File: config.mk
export PLATFORM = sky130hd
export DESIGN_NAME = afu_port_rst_seq
export DESIGN_NICKNAME = d
export VERILOG_FILES = /design/src/rtl/afu_port_rst_seq.sv
export SDC_FILE = /design/constraint.sdc
export NUM_CORES = 1
export LEC_CHECK = 0
export CORE_AREA = 2 2 61 63
export DETAILED_ROUTE_END_ITERATION = 7
export DIE_AREA = 0 0 63 65
export SLEW_MARGIN = 0
export SYNTH_ARGS = -nofsm -noshare
export SYNTH_HDL_FRONTEND = slang
export SYNTH_SLANG_ARGS = --single-unit
File: constraint.sdc
create_clock -name clk -period 2 [get_ports clk]
set_input_delay 0.3 -clock clk [delete_from_list [all_inputs] [get_ports clk]]
set_output_delay 0.3 -clock clk [all_outputs]
set_load 0.02 [all_outputs]
File: src/rtl/afu_port_rst_seq.sv
// afu_port_rst_seq: function-level reset sequencer for PF/VF mux ports, one request at a time.
// Optional quiesce timeout is built only when AFU_PORT_RST_TIMEOUT_EN is defined.
module afu_port_rst_seq #(
    parameter int NUM_PORTS      = 4,
    parameter int RST_CYCLES     = 16,
    parameter int TIMEOUT_CYCLES = 4096,
    localparam int PW      = (NUM_PORTS > 1) ? $clog2(NUM_PORTS) : 1,
    localparam int CNT_MAX = (RST_CYCLES > TIMEOUT_CYCLES) ? RST_CYCLES : TIMEOUT_CYCLES,
    localparam int CW      = $clog2(CNT_MAX + 1)
) (
    input  logic                 clk,
    input  logic                 rst,
    input  logic                 flr_req_valid,
    output logic                 flr_req_ready,
    input  logic [PW-1:0]        flr_req_port,
    input  logic [NUM_PORTS-1:0] port_idle,
    output logic [NUM_PORTS-1:0] port_block,
    output logic [NUM_PORTS-1:0] port_rst_n,
    output logic                 flr_rsp_valid,
    output logic [PW-1:0]        flr_rsp_port,
    output logic                 flr_rsp_timeout,
    output logic [NUM_PORTS-1:0] timeout_sticky
);

    localparam logic [2:0] ST_IDLE    = 3'd0;
    localparam logic [2:0] ST_QUIESCE = 3'd1;
    localparam logic [2:0] ST_RESET   = 3'd2;
    localparam logic [2:0] ST_RELEASE = 3'd3;
    localparam logic [2:0] ST_RSP     = 3'd4;

    localparam logic [PW:0]   NUM_PORTS_W = (PW + 1)'(NUM_PORTS);
    localparam logic [CW-1:0] RST_LAST    = CW'(RST_CYCLES - 1);
    localparam logic [CW-1:0] REL_LAST    = CW'(1);

    logic [2:0]           state;
    logic [2:0]           state_next;
    logic                 live;
    logic [PW-1:0]        port_q;
    logic [CW-1:0]        cnt;
    logic [NUM_PORTS-1:0] sel;
    logic                 target_idle;
    logic                 req_fire;
    logic                 req_oor;
    logic                 cnt_run;
    logic                 holding;

`ifdef AFU_PORT_RST_TIMEOUT_EN
    localparam logic [CW-1:0] TO_LAST = CW'(TIMEOUT_CYCLES - 1);
    logic                 timed_out;
    logic [NUM_PORTS-1:0] sticky;
    logic                 quiesce_expired;

    assign quiesce_expired = (state == ST_QUIESCE) && !target_idle && (cnt == TO_LAST);
`endif

    // One-hot view of the latched port; an out-of-range index selects nothing.
    always_comb begin
        sel = '0;
        for (int i = 0; i < NUM_PORTS; i++) begin
            sel[i] = (port_q == PW'(i));
        end
    end

    assign target_idle = |(port_idle & sel);
    assign req_fire    = flr_req_valid && flr_req_ready;
    assign req_oor     = ({1'b0, flr_req_port} >= NUM_PORTS_W);
    assign holding     = (state == ST_QUIESCE) || (state == ST_RESET) || (state == ST_RELEASE);

`ifdef AFU_PORT_RST_TIMEOUT_EN
    assign cnt_run = (state == ST_RESET) || (state == ST_RELEASE) || (state == ST_QUIESCE);
`else
    assign cnt_run = (state == ST_RESET) || (state == ST_RELEASE);
`endif

    always_comb begin
        state_next = state;
        case (state)
            ST_IDLE: begin
                if (req_fire) begin
                    state_next = req_oor ? ST_RSP : ST_QUIESCE;
                end
            end
            ST_QUIESCE: begin
                if (target_idle) begin
                    state_next = ST_RESET;
                end
`ifdef AFU_PORT_RST_TIMEOUT_EN
                else if (cnt == TO_LAST) begin
                    state_next = ST_RESET;
                end
`endif
            end
            ST_RESET: begin
                if (cnt == RST_LAST) begin
                    state_next = ST_RELEASE;
                end
            end
            // RELEASE lasts two cycles so the response lands RST_CYCLES+4 cycles after acceptance.
            ST_RELEASE: begin
                if (cnt == REL_LAST) begin
                    state_next = ST_RSP;
                end
            end
            ST_RSP: begin
                state_next = ST_IDLE;
            end
            default: begin
                state_next = ST_IDLE;
            end
        endcase
    end

    always_ff @(posedge clk or posedge rst) begin
        if (rst) begin
            state  <= ST_IDLE;
            live   <= 1'b0;
            port_q <= '0;
            cnt    <= '0;
        end else begin
            live  <= 1'b1;
            state <= state_next;
            if (state_next != state) begin
                cnt <= '0;
            end else if (cnt_run) begin
                cnt <= cnt + CW'(1);
            end
            if (req_fire) begin
                port_q <= flr_req_port;
            end
        end
    end

`ifdef AFU_PORT_RST_TIMEOUT_EN
    always_ff @(posedge clk or posedge rst) begin
        if (rst) begin
            timed_out <= 1'b0;
            sticky    <= '0;
        end else begin
            if (req_fire) begin
                timed_out <= 1'b0;
            end else if (quiesce_expired) begin
                timed_out <= 1'b1;
                sticky    <= sticky | sel;
            end
        end
    end

    assign flr_rsp_timeout = (state == ST_RSP) && timed_out;
    assign timeout_sticky  = sticky;
`else
    assign flr_rsp_timeout = 1'b0;
    assign timeout_sticky  = '0;
`endif

    // Until the first edge after reset release every port stays held in reset.
    always_comb begin
        flr_req_ready = live && (state == ST_IDLE);
        port_block    = holding ? sel : '0;
        port_rst_n    = '0;
        if (live) begin
            port_rst_n = (state == ST_RESET) ? ~sel : '1;
        end
        flr_rsp_valid = (state == ST_RSP);
        flr_rsp_port  = (state == ST_RSP) ? port_q : '0;
    end

endmodule

==> impl_metrics.toml <==
[detailed_routing]
first_iter_violations = 60
drcViolationCount = 0
drt-total-wl_um = 2432
drtPass1Iterations = 4
vias_per_cell = 4.861
vias = 977
wire_per_inst_um = 12.10
ant_nets = 0

[setup_path]
r2r_end = "cnt[1]"
critPathKind = "reg -> reg"
cpPeakStageDelay_ns = 0.54
cp.required_ns = 2.22
reg2reg_depth = 4
r2r_setup_slack_ns = 0.10
worst_setup_path_start_kind = "register"
critPathArrivalTime_ns = 2.12
path_cells = "mux4_2 -> a311o_1 -> a41o_4 -> nor3_2"
worstReg2RegStart = "port_q[0]"
critical_path.top_delay_family = "compound AO/OA/AOI/OAI gates"
cp_num_buf_inv = 0
crit_fanout = 12
worstSetupEndpointType = "register"
crit_slowest_cell = "mux4_2"

[floorplan]
die-area_um2 = 4095
die_h_um = 65
coreArea_um2 = 3496
ioPinCount = 26
die_x_um = 63
initial_core_util = 0.3293
core.rowCount = 22

[timing]
clock_skew_ns = 0.003000
period_share = 0.9492
fin_hold_ws_ns = 0.3119
fin_crit_ns = 1.898
setup_ws_ns = 0.1017
finalHoldViolations = 0
setup_viol = 0
slew_viol_final = 0
rsz0062_at_grt = "false"
clock.fmax_mhz = 526.8

[yosys]
ys_ff_latch = 19
yosys_warnings = 0
async_flop_share = 1.000
ys_top_cells_by_area = "dfrtp_1 (41%), xnor2_1 (6.1%), nor3_1 (4.3%)"
synth_edf_count = 0
ys.flop_type = "dfrtp_1"
ys_top_cells_by_count = "dfrtp_1 (19), nor2_1 (11), nor3_1 (10), inv_1 (9), xnor2_1 (8)"
synth.yosys.seq_area_share = 0.4130
yosys.area.top_type_share = 0.4130
syn_inst = 126
yosysTopAreaCell = "dfrtp_1"
synth.distinct_cells = 33
syn_area_per_cell_um2 = 9.136
post-synth-top-count-cell = "dfrtp_1"
synth_area_um2 = 1151

[clock_network]
cts-htree-levels = 1
cts_tree = "built"
cts_root_buf = "clkbuf_4"
cts.sinks = 19
numCtsBuffers = 3
holdBufCountCts = 0
clk_path_buf_depth = 2
worstSkewPairLatency_ns = 0.29
clk_pin_slew_worst_paths_ns = 0.11

[place]
place_congestion = 0.8535
hpwlAfterDp_um = 1867
io_buffers = 20
place_ws_ns = -0.3076
place_inst = 196
dpl-instance-area_um2 = 1419

[worst_hold_path]
hold_class = "in -> async"

[job]
maxCapViolations = 0

[pwr]
ir_drop_mv = 0.5886
p_leak_nw = 0.6560
p_per_area_nw_per_um2 = 1112

[layout]
num_antenna_cells = 0
fin_cells = 201
drive_gt1_frac = 0.1634
utilization = 0.4137
synthToLayoutAreaGrowth_pct = 25.65
final_area_um2 = 1446
final_nets = 165

[outcome]
status = "finished clean"

[grt]
track_usage = 0.1310
grt_pass1_vias = 920
antenna_found_initial = 0
grt_max_degree = 20
grt_pass1_wl_um = 4222
grt_overflow = 0
-- state kept, by name, indices dropped and copies added, names as in the netlist --
signal,cells
state,3
cnt,13
live,1
port_q,2
-- area by class of cell --
cell class	instances	area, um^2
Inverter	9	33.78
Fill cell	372	2049
Timing Repair Buffer	30	250.2
Tap cell	48	60.06
Sequential cell	19	478.0
Clock buffer	4	26.28
Multi-Input combinational cell	91	598.1
-- layout by cell type (no fill, tap or decap), types with 2 or more instances in the layout --
| cell | count |
|---|---|
| nand2_1 | 7 |
| a21oi_1 | 2 |
| nor4_1 | 6 |
| o21ai_0 | 2 |
| buf_4 | 10 |
| mux2_2 | 2 |
| xor2_1 | 3 |
| clkbuf_2 | 3 |
| ha_1 | 2 |
| nand4_1 | 5 |
| inv_1 | 9 |
| clkbuf_4 | 3 |
| dfrtp_1 | 17 |
| nor3_2 | 2 |
| nor3_1 | 9 |
| nor4bb_1 | 2 |
| dlygate4sd2_1 | 7 |
| nand3_1 | 4 |
| xnor2_1 | 8 |
| clkdlybuf4s50_1 | 8 |
| and3_1 | 3 |
| and2_1 | 2 |
| dfrtp_2 | 2 |
| nor2_1 | 11 |
| a31oi_1 | 4 |
| conb_1 | 6 |
-- tightest hold or removal path: cells and delay by family --
kind / cells / cell delay (ns)
buf+inv: 3 / 0.69
-- logic make-up (layout without fill, tap and decap cells) --
kind of cell / count (synthesis) / after routing / share of synthesized area
flops: 19 / 19 / 0.4130
other cells: 2 / 6 / 0.006524
buf+inv: 20 / 43 / 0.09456
xor+xnor: 11 / 11 / 0.08370
compound gates: 12 / 12 / 0.07283
simple gates: 57 / 57 / 0.2685
fa+ha+maj: 2 / 2 / 0.02174
mux: 3 / 3 / 0.03913
-- metrics by stage --
step	power (W)	TNS (ns)
5_1_grt	0.001747	0
3_5_place_dp	0.001435	-2.588
3_3_place_gp	0.001410	-2.026
6_report	0.001608	0
4_1_cts	0.001590	0
2_1_floorplan	0.001135	0
-- where the power goes --
part           total [W]  internal [W]  switching (W)
Sequential      0.000578      0.000468       0.000111
Combinational   0.000838      0.000384       0.000454
Clock           0.000192     0.0000776       0.000114
Total            0.00161      0.000929       0.000679
-- metal layers --
layer / vias to the layer above / track usage / routed length [um]
met4: 0 / 0.04167 / 0
met5: - / 0 / 0
met3: 0 / 0.02431 / 136
met2: 28 / 0.2314 / 1200
li1: 488 / - / -
met1: 461 / 0.1609 / 1095
-- repair_timing --
item	CTS	global route
gates resized for setup	13	16
pin swaps	0	0
setup buffers	0	1
gates cloned	0	0
endpoints found under the setup margin	14	7
endpoints found under the hold margin	0	0
-- worst max-delay path by stage --
stage,cells after the start,to,from
4_1_cts,3,port_block[3],state[2]
3_3_place_gp,5,cnt[0],port_idle[3]
3_5_place_dp,5,cnt[1],port_idle[3]
2_1_floorplan,4,port_q[0],state[1]
6_report,4,cnt[1],port_q[0]
5_1_grt,4,cnt[1],port_q[0]
No activity file was read; power rests on OpenSTA's default activity.
